[config.mk]
export PLATFORM = sky130hd
export DESIGN_NAME = inst_fetch_queue_flat
export DESIGN_NICKNAME = d
export VERILOG_FILES = /design/src/rtl/inst_fetch_queue_pkg.sv /design/src/rtl/inst_fetch_queue_if.sv /design/src/rtl/inst_fetch_queue_fifo.sv /design/src/rtl/inst_fetch_queue.sv /design/src/flat_wrapper.sv
export SDC_FILE = /design/constraint.sdc
export NUM_CORES = 1
export LEC_CHECK = 0
export CORE_MARGIN = 2
export CORE_UTILIZATION = 38
export CTS_CLUSTER_SIZE = 16
export DETAILED_ROUTE_END_ITERATION = 6
export GPL_ROUTABILITY_DRIVEN = 0
export PLACE_DENSITY_LB_ADDON = 0.3
export SETUP_SLACK_MARGIN = 0.3
export SYNTH_ARGS = -nofsm -noshare
export SYNTH_HDL_FRONTEND = slang
export SYNTH_SLANG_ARGS = --single-unit
[constraint.sdc]
create_clock -name clk -period 15 [get_ports clk]
set_input_delay 3.75 -clock clk [delete_from_list [all_inputs] [get_ports clk]]
set_output_delay 3.75 -clock clk [all_outputs]
set_load 0.1 [all_outputs]
[src/rtl/inst_fetch_queue_pkg.sv]
// inst_fetch_queue_pkg: shared widths, reset PC and queue entry layout for the fetch queue.
// FETCH_ADEL_EN adds an address-error flag to each queue entry.
package inst_fetch_queue_pkg;
    localparam int W_DATA = 32;
    localparam logic [W_DATA-1:0] RESET_PC_DEFAULT = 32'hBFC00000;
`ifdef FETCH_ADEL_EN
    typedef struct packed {
        logic              adel;
        logic [W_DATA-1:0] word;
        logic [W_DATA-1:0] pc;
    } entry_t;
`else
    typedef struct packed {
        logic [W_DATA-1:0] word;
        logic [W_DATA-1:0] pc;
    } entry_t;
`endif
    function automatic logic [W_DATA-1:0] next_pc(input logic [W_DATA-1:0] pc);
        return pc + 32'd4;
    endfunction
endpackage

[src/rtl/inst_fetch_queue_if.sv]
// inst_fetch_queue_if: redirect, instruction-memory and ID-stage signals of the fetch queue.
interface inst_fetch_queue_if;
    import inst_fetch_queue_pkg::*;
    logic              flush;
    logic [W_DATA-1:0] flush_pc;
    logic              req_valid;
    logic [W_DATA-1:0] req_addr;
    logic              req_ready;
    logic              resp_valid;
    logic [W_DATA-1:0] resp_data;
    logic              inst_valid;
    logic [W_DATA-1:0] inst;
    logic [W_DATA-1:0] inst_pc;
    logic              inst_ready;
    logic              inst_adel;
    modport master (
        input  flush, flush_pc, req_ready, resp_valid, resp_data, inst_ready,
        output req_valid, req_addr, inst_valid, inst, inst_pc, inst_adel
    );
    modport slave (
        output flush, flush_pc, req_ready, resp_valid, resp_data, inst_ready,
        input  req_valid, req_addr, inst_valid, inst, inst_pc, inst_adel
    );
endinterface

[src/rtl/inst_fetch_queue_fifo.sv]
// sync_fifo: register-based FIFO with combinational head read, clear and occupancy count.
module sync_fifo #(
    parameter int W     = 32,
    parameter int DEPTH = 4
) (
    input  logic                     clk,
    input  logic                     rst,
    input  logic                     clear,
    input  logic                     push,
    input  logic                     pop,
    input  logic [W-1:0]             din,
    output logic [W-1:0]             dout,
    output logic [$clog2(DEPTH):0]   count
);
    localparam int AW = $clog2(DEPTH);
    localparam logic [AW:0] FULL = (AW+1)'(DEPTH);
    logic [W-1:0]  mem [DEPTH];
    logic [AW-1:0] wr_ptr, rd_ptr;
    logic          do_push, do_pop;
    always_comb begin
        do_pop  = pop && count != '0;
        do_push = push && (count != FULL || do_pop);
        dout    = mem[rd_ptr];
    end
    always_ff @(posedge clk) begin
        if (rst || clear) begin
            wr_ptr <= '0;
            rd_ptr <= '0;
            count  <= '0;
        end else begin
            wr_ptr <= wr_ptr + AW'(do_push);
            rd_ptr <= rd_ptr + AW'(do_pop);
            count  <= count + (AW+1)'(do_push) - (AW+1)'(do_pop);
        end
    end
    always_ff @(posedge clk)
        if (do_push) mem[wr_ptr] <= din;
endmodule

[src/rtl/inst_fetch_queue.sv]
// inst_fetch_queue: sequential fetch address generator with credit-limited issue and in-order instruction queue to ID.
// FETCH_ADEL_EN turns a misaligned PC into a single address-error entry and halts fetch until the next flush.
module inst_fetch_queue
    import inst_fetch_queue_pkg::*;
#(
    parameter int                DEPTH    = 4,
    parameter logic [W_DATA-1:0] RESET_PC = RESET_PC_DEFAULT
) (
    input logic clk,
    input logic rst,
    inst_fetch_queue_if.master bus
);
    localparam int AW = $clog2(DEPTH);
    localparam logic [AW:0] FULL = (AW+1)'(DEPTH);
    logic [W_DATA-1:0] pc, pc_head;
    logic [AW:0]       inflight, drop, count;
    logic [AW+1:0]     credit;
    logic              can_req, fire, resp_ok, push, pop, valid;
    entry_t            din, head;
    always_comb begin
        credit  = {1'b0, count} + {1'b0, inflight} - {1'b0, drop};
        resp_ok = bus.resp_valid && inflight != '0;
        can_req = !rst && !bus.flush && credit < {1'b0, FULL} && inflight < FULL;
        valid   = count != '0;
        pop     = valid && bus.inst_ready;
        fire    = bus.req_valid && bus.req_ready;
    end
`ifdef FETCH_ADEL_EN
    logic halted, adel_push;
    always_comb begin
        bus.req_valid = can_req && pc[1:0] == 2'b00 && !halted;
        bus.req_addr  = pc;
        // The error entry waits until every live request has returned so it stays in program order.
        adel_push     = !rst && !bus.flush && pc[1:0] != 2'b00 && !halted && inflight == drop && count != FULL;
        push          = (resp_ok && drop == '0 && !bus.flush) || adel_push;
        din           = adel_push ? '{adel: 1'b1, word: '0, pc: pc} : '{adel: 1'b0, word: bus.resp_data, pc: pc_head};
        bus.inst_adel = valid && head.adel;
    end
    always_ff @(posedge clk)
        halted <= (rst || bus.flush) ? 1'b0 : halted || adel_push;
`else
    always_comb begin
        bus.req_valid = can_req;
        bus.req_addr  = pc & ~32'h3;
        push          = resp_ok && drop == '0 && !bus.flush;
        din           = '{word: bus.resp_data, pc: pc_head};
        bus.inst_adel = 1'b0;
    end
`endif
    always_comb begin
        bus.inst_valid = valid;
        bus.inst       = valid ? head.word : '0;
        bus.inst_pc    = valid ? head.pc : '0;
    end
    always_ff @(posedge clk) begin
        if (rst) begin
            pc   <= RESET_PC;
            drop <= '0;
        end else begin
            pc   <= bus.flush ? bus.flush_pc : fire ? next_pc(pc) : pc;
            drop <= bus.flush ? inflight - (AW+1)'(resp_ok) : drop - (AW+1)'(resp_ok && drop != '0);
        end
    end
    // The request-PC FIFO occupancy is exactly the number of requests in flight.
    sync_fifo #(.W(W_DATA), .DEPTH(DEPTH)) u_pc_fifo (
        .clk(clk), .rst(rst), .clear(1'b0), .push(fire), .pop(resp_ok),
        .din(bus.req_addr), .dout(pc_head), .count(inflight)
    );
    sync_fifo #(.W($bits(entry_t)), .DEPTH(DEPTH)) u_data_fifo (
        .clk(clk), .rst(rst), .clear(bus.flush), .push(push), .pop(pop),
        .din(din), .dout(head), .count(count)
    );
endmodule
[src/flat_wrapper.sv]
// flat-port wrapper written by rule: the top's interface ports become plain ports
module inst_fetch_queue_flat import inst_fetch_queue_pkg::*;
#(
    parameter int                DEPTH    = 4,
    parameter logic [W_DATA-1:0] RESET_PC = RESET_PC_DEFAULT
)
  (clk, rst, bus_flush, bus_flush_pc, bus_req_ready, bus_resp_valid, bus_resp_data, bus_inst_ready, bus_req_valid, bus_req_addr, bus_inst_valid, bus_inst, bus_inst_pc, bus_inst_adel);
  inst_fetch_queue_if bus_i ();
  input logic clk;
  input logic rst;
  input wire logic [$bits(bus_i.flush)-1:0] bus_flush;
  input wire logic [$bits(bus_i.flush_pc)-1:0] bus_flush_pc;
  input wire logic [$bits(bus_i.req_ready)-1:0] bus_req_ready;
  input wire logic [$bits(bus_i.resp_valid)-1:0] bus_resp_valid;
  input wire logic [$bits(bus_i.resp_data)-1:0] bus_resp_data;
  input wire logic [$bits(bus_i.inst_ready)-1:0] bus_inst_ready;
  output wire logic [$bits(bus_i.req_valid)-1:0] bus_req_valid;
  output wire logic [$bits(bus_i.req_addr)-1:0] bus_req_addr;
  output wire logic [$bits(bus_i.inst_valid)-1:0] bus_inst_valid;
  output wire logic [$bits(bus_i.inst)-1:0] bus_inst;
  output wire logic [$bits(bus_i.inst_pc)-1:0] bus_inst_pc;
  output wire logic [$bits(bus_i.inst_adel)-1:0] bus_inst_adel;
  assign bus_i.flush = bus_flush;
  assign bus_i.flush_pc = bus_flush_pc;
  assign bus_i.req_ready = bus_req_ready;
  assign bus_i.resp_valid = bus_resp_valid;
  assign bus_i.resp_data = bus_resp_data;
  assign bus_i.inst_ready = bus_inst_ready;
  assign bus_req_valid = bus_i.req_valid;
  assign bus_req_addr = bus_i.req_addr;
  assign bus_inst_valid = bus_i.inst_valid;
  assign bus_inst = bus_i.inst;
  assign bus_inst_pc = bus_i.inst_pc;
  assign bus_inst_adel = bus_i.inst_adel;
  inst_fetch_queue #(.DEPTH(DEPTH), .RESET_PC(RESET_PC)) u_core (.clk(clk), .rst(rst), .bus(bus_i));
endmodule
==> results.json, run 1 <==
{
  "grt_pass1_wl_um": 52300,
  "clk-insertion-delay-late_ns": 0.55,
  "crit_type": "in -> out",
  "drtIter0Drc": 617,
  "drt-wirelength-per-cell_um": 20.3,
  "synthesis.instances": 889,
  "cp_top_family": "buffers and inverters",
  "path_clk_slew_ns": 0.06,
  "crit_start": "rst",
  "worst_path_max_delay_cell": "clkdlybuf4s50_1",
  "critPathMaxStageDelay_ns": 0.99,
  "synthTopCellsByArea": "edfxtp_1 67%, mux4_2 13%, dfxtp_1 5.7%",
  "worst_clock_skew_ns": 0.0155,
  "p_leak_nw": 6.33,
  "r2r_cells": 15,
  "io_pins": 169,
  "diodes": 0,
  "synth_top_cell_area_share": 0.668,
  "dieArea_mm2": 0.0452,
  "cts_tree": "yes",
  "final_util": 0.468,
  "r2r_slack_ns": 10.41,
  "hold_viol": 0,
  "ys_types": 65,
  "synth-async-reset-ratio": 0,
  "drive_gt1_frac": 0.169,
  "ant_nets": 0,
  "cts_root_buf": "clkbuf_16",
  "ys_seq_area_frac": 0.724,
  "fin_area_mm2": 0.0201,
  "dpl_cell_area_mm2": 0.0188,
  "cts_setup_buffers": 0,
  "grt_setup_unrepaired": "false",
  "routed_wirelength_um": 34200,
  "area_delta_synth_final_pct": 21.7,
  "num_rows": 76,
  "slew_headroom": 0.285,
  "cts_buffer_depth": 3,
  "powerDensity_mw_per_mm2": 144,
  "place_ws_ns": 4.95,
  "overflow": 0,
  "status": "completed",
  "core_mm2": 0.0431,
  "die_w_um": 213,
  "cts_max_level": 2,
  "cp.depth": 6,
  "worstSetupStartpointType": "input pin",
  "fin_setup_tns_ns": 0,
  "critPathCaptureType": "primary output",
  "maxCapViolCount": 0,
  "period_minus_slack_ns": 10.06,
  "fillers": 3669,
  "start_util": 0.384,
  "antenna_found_initial": 0,
  "ys_seq_elements": 415,
  "ys.flop_type": "edfxtp_1",
  "critPathBufInv": 4,
  "grt_pass1_vias": 8892,
  "multiInputGateArea_mm2": 0.00430,
  "crit_end": "bus_req_valid",
  "yosysWarnings": 0,
  "setup_viol": 0,
  "via_per_inst": 5.14,
  "r2r-end": "u_core.u_pc_fifo.count[2]$_SDFF_PP0_",
  "grt_usage": 0.154,
  "crit_top_cell": "clkdlybuf4s50_1",
  "slew_viol_final": 0,
  "crit_arrival_ns": 6.31,
  "hold_buffers": 0,
  "cts_resized": 0,
  "synth_area_leader_cell": "edfxtp_1",
  "avgSynthCellArea_um2": 18.6,
  "netlist_area_mm2": 0.0166,
  "clock_sinks": 415,
  "worstReg2RegStart": "u_core.u_data_fifo.count[1]$_SDFF_PP0_",
  "numCtsBuffers": 44,
  "finalCritPeriodShare": 0.671,
  "hpwlAfterDp_um": 19500,
  "critPathMaxFanout": 34,
  "worstPathRequired_ns": 11.25,
  "peakVddDrop_uv": 80.6,
  "worst_pin_slew_ns": 1.07,
  "via_count": 8663,
  "die_y_um": 213,
  "min_path_type": "reg -> reg",
  "layout_setup_ws_ns": 4.94,
  "io_buffers": 161,
  "regArea_mm2": 0.0120,
  "crit_chain": "clkdlybuf4s50_1 > buf_4 > clkinv_1 > nand2_1 > nor3_1 > clkdlybuf4s50_1",
  "drc_errors": 0,
  "synth_edf_count": 368,
  "drt_pass1_iterations": 7,
  "grt_max_degree": 65,
  "fin_nets": 1153,
  "max_clock_freq_mhz": 99.4
}
## area by class of cell
| cell class | instances | area share |
|---|---|---|
| flip-flops and latches | 415 | 0.596 |
| multi-input cells | 407 | 0.213 |
| well taps | 585 | 0.0363 |
| repair buffers | 175 | 0.0852 |
| inverters | 22 | 0.00416 |
| clock inverters | 22 | 0.00702 |
| clock buffers | 58 | 0.0583 |
## layout by cell type (no fill, tap or decap), types with 6 or more instances in the layout
| cell | instances |
|---|---|
| dfxtp_1 | 43 |
| o21a_1 | 11 |
| clkbuf_16 | 45 |
| buf_4 | 14 |
| clkdlybuf4s50_1 | 161 |
| and2_1 | 75 |
| o2111ai_1 | 6 |
| ha_1 | 14 |
| a211oi_1 | 8 |
| or4_1 | 7 |
| o311ai_0 | 13 |
| or3_1 | 6 |
| nand4_1 | 8 |
| nor2_1 | 25 |
| a21oi_1 | 9 |
| inv_1 | 20 |
| nand3_1 | 9 |
| edfxtp_1 | 368 |
| clkinv_1 | 9 |
| clkbuf_1 | 13 |
| xnor2_1 | 15 |
| mux4_2 | 92 |
| clkinv_2 | 9 |
| nand2_1 | 22 |
## per-layer routing
metal  vias to the layer above  global-route usage  part of all wire
met4                         0              0.0453             0.016
li1                       3913                   -                 -
met1                      4462               0.207              0.45
met3                        41              0.0312             0.052
met5                         -                   0                 0
met2                       247               0.255              0.48
## metrics by stage
stage,hold slack (ns),total power [mW],std cells
finish,0.565,2.89,1684
CTS,0.574,2.94,1684
floorplan,0.524,1.79,893
global route,0.588,3.02,1684
detailed placement,0.567,1.93,1604
global placement,0.555,1.92,1604
## power by group
group          internal (mW)  switching [mW]  total (mW)
clock network          0.569           0.422       0.991
logic                  0.177           0.346       0.523
registers               1.34          0.0398        1.38
total                   2.09           0.808        2.89
## worst register-to-register path: stages (launching register included)
cell and delay (ns):
dfxtp_1 0.43, inv_1 0.09, fa_1 0.54, inv_1 0.04, ha_1 0.27, and3b_1 0.24, o21a_1 0.33, o21ai_2 0.89
clkinv_2 0.42, xnor2_1 0.27, ha_1 0.17, inv_1 0.05, fa_1 0.37, xor2_1 0.19, xnor2_1 0.14, nor2_1 0.05
## synth_stat cells, drive strengths merged (2+ instances only)
library cell / count
o31ai: 5
o21ai: 4
ha: 14
xor2: 5
nor2b: 4
nand4: 8
o211ai: 5
nand3: 9
fa: 4
clkinv: 2
xnor2: 15
a311oi: 3
dfxtp: 47
and4: 3
a2111oi: 2
nand2b: 2
o311ai: 13
mux4: 92
and2: 75
buf: 25
nand2: 22
clkbuf: 24
or2: 3
a211oi: 8
edfxtp: 368
o2111ai: 6
or3: 7
a21oi: 9
a31oi: 4
and3: 4
nor4b: 2
o21a: 11
inv: 20
nor3: 6
nor2: 28
nor3b: 4
or4: 7
nor4: 4
## worst min-delay path by stage
stage,slack (ns),from,end,cells after the start
after floorplan,0.52,u_core.u_data_fifo.wr_ptr[1]$_SDFF_PP0_,u_core.u_data_fifo.wr_ptr[1]$_SDFF_PP0_,2
after global placement,0.56,u_core.pc[23]$_SDFFE_PP1P_,u_core.u_pc_fifo.mem[2][21]$_DFFE_PP_,0
after detailed placement,0.57,u_core.pc[27]$_SDFFE_PP1P_,u_core.u_pc_fifo.mem[3][25]$_DFFE_PP_,0
after CTS,0.57,u_core.pc[27]$_SDFFE_PP1P_,u_core.u_pc_fifo.mem[0][25]$_DFFE_PP_,0
after global routing,0.59,u_core.pc[23]$_SDFFE_PP1P_,u_core.u_pc_fifo.mem[2][21]$_DFFE_PP_,0
final,0.56,u_core.pc[23]$_SDFFE_PP1P_,u_core.u_pc_fifo.mem[2][21]$_DFFE_PP_,0
## cell families after synthesis
group / count (synthesis) / synth area share
flip-flops: 415 / 0.724
AND/OR/NAND/NOR: 191 / 0.0675
multiplexers: 94 / 0.126
AO/OA/AOI/OAI: 79 / 0.0361
buffers and inverters: 71 / 0.0193
XOR/XNOR: 20 / 0.0106
adder cells (fa/ha/maj): 18 / 0.0154
other: 1 / 0.000227
## state kept, by name, summed over array words and instances, names as in the netlist
signal                     flops
u_core.u_pc_fifo.rd_ptr        2
u_core.u_pc_fifo.mem         120
u_core.pc                     30
u_core.u_data_fifo.rd_ptr      2
u_core.u_data_fifo.wr_ptr      2
u_core.drop                    3
u_core.u_pc_fifo.wr_ptr        2
u_core.u_data_fifo.count       3
u_core.u_pc_fifo.count         3
u_core.u_data_fifo.mem       248
No activity file was read; power rests on OpenSTA's default activity.
==> inputs of run 2 (changes only) <==
==> constraint.sdc (replaced) <==
create_clock -name clk -period 9 [get_ports clk]
set_input_delay 2.25 -clock clk [delete_from_list [all_inputs] [get_ports clk]]
set_output_delay 2.25 -clock clk [all_outputs]
set_load 0.1 [all_outputs]
==> run 2 against run 1 <==
Effect of this change:
- via count decreased by 0.14%
- combinational power increased by 65%
- clock skew increased by 0.0020 ns
- non-clock buffer count unchanged
- cell count decreased by 0.12%
- sequential power increased by 67%
- sequential share of layout area about the same
- first-iteration DRC count decreased by 2.8%
- routed wire length increased by 1.3%
- hold slack improved by 0.020 ns
- critical path depth unchanged
- critical path type unchanged
==> results.json, run 2 (synthesis results as in run 1) <==
{
  "status": "completed",
  "cts_tree": "yes",
  "r2r_cells": 15,
  "largest_register_ffs": 248,
  "final_common_cell": "edfxtp_1",
  "overflow": 0,
  "worst_clock_skew_ns": 0.0175,
  "powerDensity_mw_per_mm2": 241,
  "io_buffers": 161,
  "drive_gt1_frac": 0.173,
  "min_from": "u_core.pc[28]$_SDFFE_PP1P_",
  "grt_pass1_wl_um": 52900,
  "drt-wirelength-per-cell_um": 20.6,
  "drc_errors": 0,
  "final_cell_mix": "368 x edfxtp_1, 160 x clkdlybuf4s50_1, 92 x mux4_2",
  "cts_setup_buffers": 0,
  "internal_power_mw": 3.51,
  "start_util": 0.384,
  "critPathMaxFanout": 34,
  "hpwlAfterDp_um": 20200,
  "clk-insertion-delay-late_ns": 0.55,
  "clock_sinks": 415,
  "drtIter0Drc": 600,
  "cts_root_buf": "clkbuf_16",
  "largest_register": "u_core.u_data_fifo.mem",
  "crit_arrival_ns": 4.06,
  "worstPathRequired_ns": 6.75,
  "antenna_found_initial": 0,
  "dieArea_mm2": 0.0452,
  "p_clk_frac": 0.346,
  "num_rows": 76,
  "worst_pin_slew_ns": 1.09,
  "worstSetupStartpointType": "input pin",
  "slew_headroom": 0.271,
  "worstReg2RegStart": "u_core.u_data_fifo.count[1]$_SDFF_PP0_",
  "io_pins": 169,
  "final_util": 0.468,
  "area_delta_synth_final_pct": 21.8,
  "max_clock_freq_mhz": 159,
  "cts_resized": 0,
  "cts_buffer_depth": 3,
  "ant_nets": 0,
  "routed_wirelength_um": 34600,
  "numCtsBuffers": 43,
  "p_seq_frac": 0.476,
  "fillers": 3682,
  "largestRegisters": "u_core.u_data_fifo.mem: 248 flops, u_core.u_pc_fifo.mem: 120 flops, u_core.pc: 30 flops",
  "drt_pass1_iterations": 5,
  "fin_nets": 1152,
  "via_per_inst": 5.14,
  "grt_pass1_vias": 8987,
  "p_sw_mw": 1.35,
  "p_leak_nw": 6.35,
  "via_count": 8651,
  "core_mm2": 0.0431,
  "swShare": 0.278,
  "peakVddDrop_uv": 120,
  "r2r-end": "u_core.u_pc_fifo.count[2]$_SDFF_PP0_",
  "grt_setup_unrepaired": "false",
  "grt_max_degree": 65,
  "maxCapViolCount": 0,
  "finalCritPeriodShare": 0.701,
  "critPathCaptureType": "primary output",
  "crit_type": "in -> out",
  "grt_usage": 0.157,
  "hold_end": "u_core.u_pc_fifo.mem[0][26]$_DFFE_PP_",
  "die_y_um": 213,
  "holdPathStages": 0,
  "r2r_slack_ns": 4.46,
  "die_w_um": 213,
  "hold_viol": 0,
  "power.share.combinational": 0.178,
  "path_clk_slew_ns": 0.06,
  "hold_buffers": 0,
  "cts_max_level": 2,
  "setup_viol": 0,
  "period_minus_slack_ns": 6.31,
  "fin_setup_tns_ns": 0,
  "slew_viol_final": 0,
  "min_path_type": "reg -> reg"
}
[run 2: changes by cell type in the layout (fill, tap and decap cells not counted), sizes merged]
cell / before / now
buf: 14 / 15
bufinv: 1 / 3
clkbuf: 58 / 52
clkdlybuf4s50: 161 / 160
clkinv: 19 / 21
diode: 0 / 1
inv: 22 / 21
[run 2: worst max path at each step]
stage | from | endpoint | slack, ns | cells past startpoint
finish | rst | bus_req_valid | 2.69 | 6
global route | rst | bus_req_valid | 2.53 | 6
CTS | rst | bus_req_valid | 2.68 | 6
detailed placement | rst | bus_req_valid | 2.68 | 6
global placement | rst | bus_req_valid | 2.68 | 6
floorplan | bus_resp_valid | u_core.u_data_fifo.mem[2][10]$_DFFE_PP_ | 0.83 | 4
[run 2: power by group through the flow]
stage	clock network, mW	registers [mW]	logic [mW]
2_1_floorplan	0	2.38	0.608
3_3_place_gp	0	2.35	0.865
3_5_place_dp	0	2.35	0.875
4_1_cts	1.73	2.31	0.878
5_1_grt	1.80	2.32	0.927
6_report	1.68	2.31	0.865
[run 2: worst max-delay path, cell delays in order]
cell and delay (ns):
clkdlybuf4s50_1 0.45, buf_4 0.36, clkinv_1 0.36, nand2_1 0.27, nor3_1 0.10, buf_4 0.26
[run 2: layout make-up]
type                            instances  area [µm²]  area share
Inverter                               22        83.8     0.00416
Antenna cell                            1        2.50    0.000124
Timing Repair Buffer                  175        1710      0.0850
Multi-Input combinational cell        407        4300       0.213
Clock buffer                           52        1130      0.0561
Tap cell                              585         732      0.0363
Sequential cell                       415       12000       0.595
Clock inverter                         25         199     0.00987
[run 2: metrics by stage]
stage / hold slack (ns) / instances / setup slack, ns / power, mW / instance area (µm²)
3_3_place_gp: 0.562 / 1604 / 2.68 / 3.21 / 18800
4_1_cts: 0.588 / 1681 / 2.68 / 4.92 / 20200
3_5_place_dp: 0.577 / 1604 / 2.68 / 3.23 / 18800
5_1_grt: 0.603 / 1681 / 2.53 / 5.05 / 20200
6_report: 0.585 / 1682 / 2.69 / 4.85 / 20200
2_1_floorplan: 0.524 / 893 / 0.829 / 2.99 / 16600
[run 2: metal layers]
| layer | GRT usage | vias to the layer above | part of all wire |
|---|---|---|---|
| li1 | - | 3915 | - |
| met1 | 0.212 | 4437 | 0.45 |
| met2 | 0.256 | 248 | 0.48 |
| met3 | 0.0322 | 51 | 0.055 |
| met4 | 0.0477 | 0 | 0.017 |
| met5 | 0 | - | 0 |
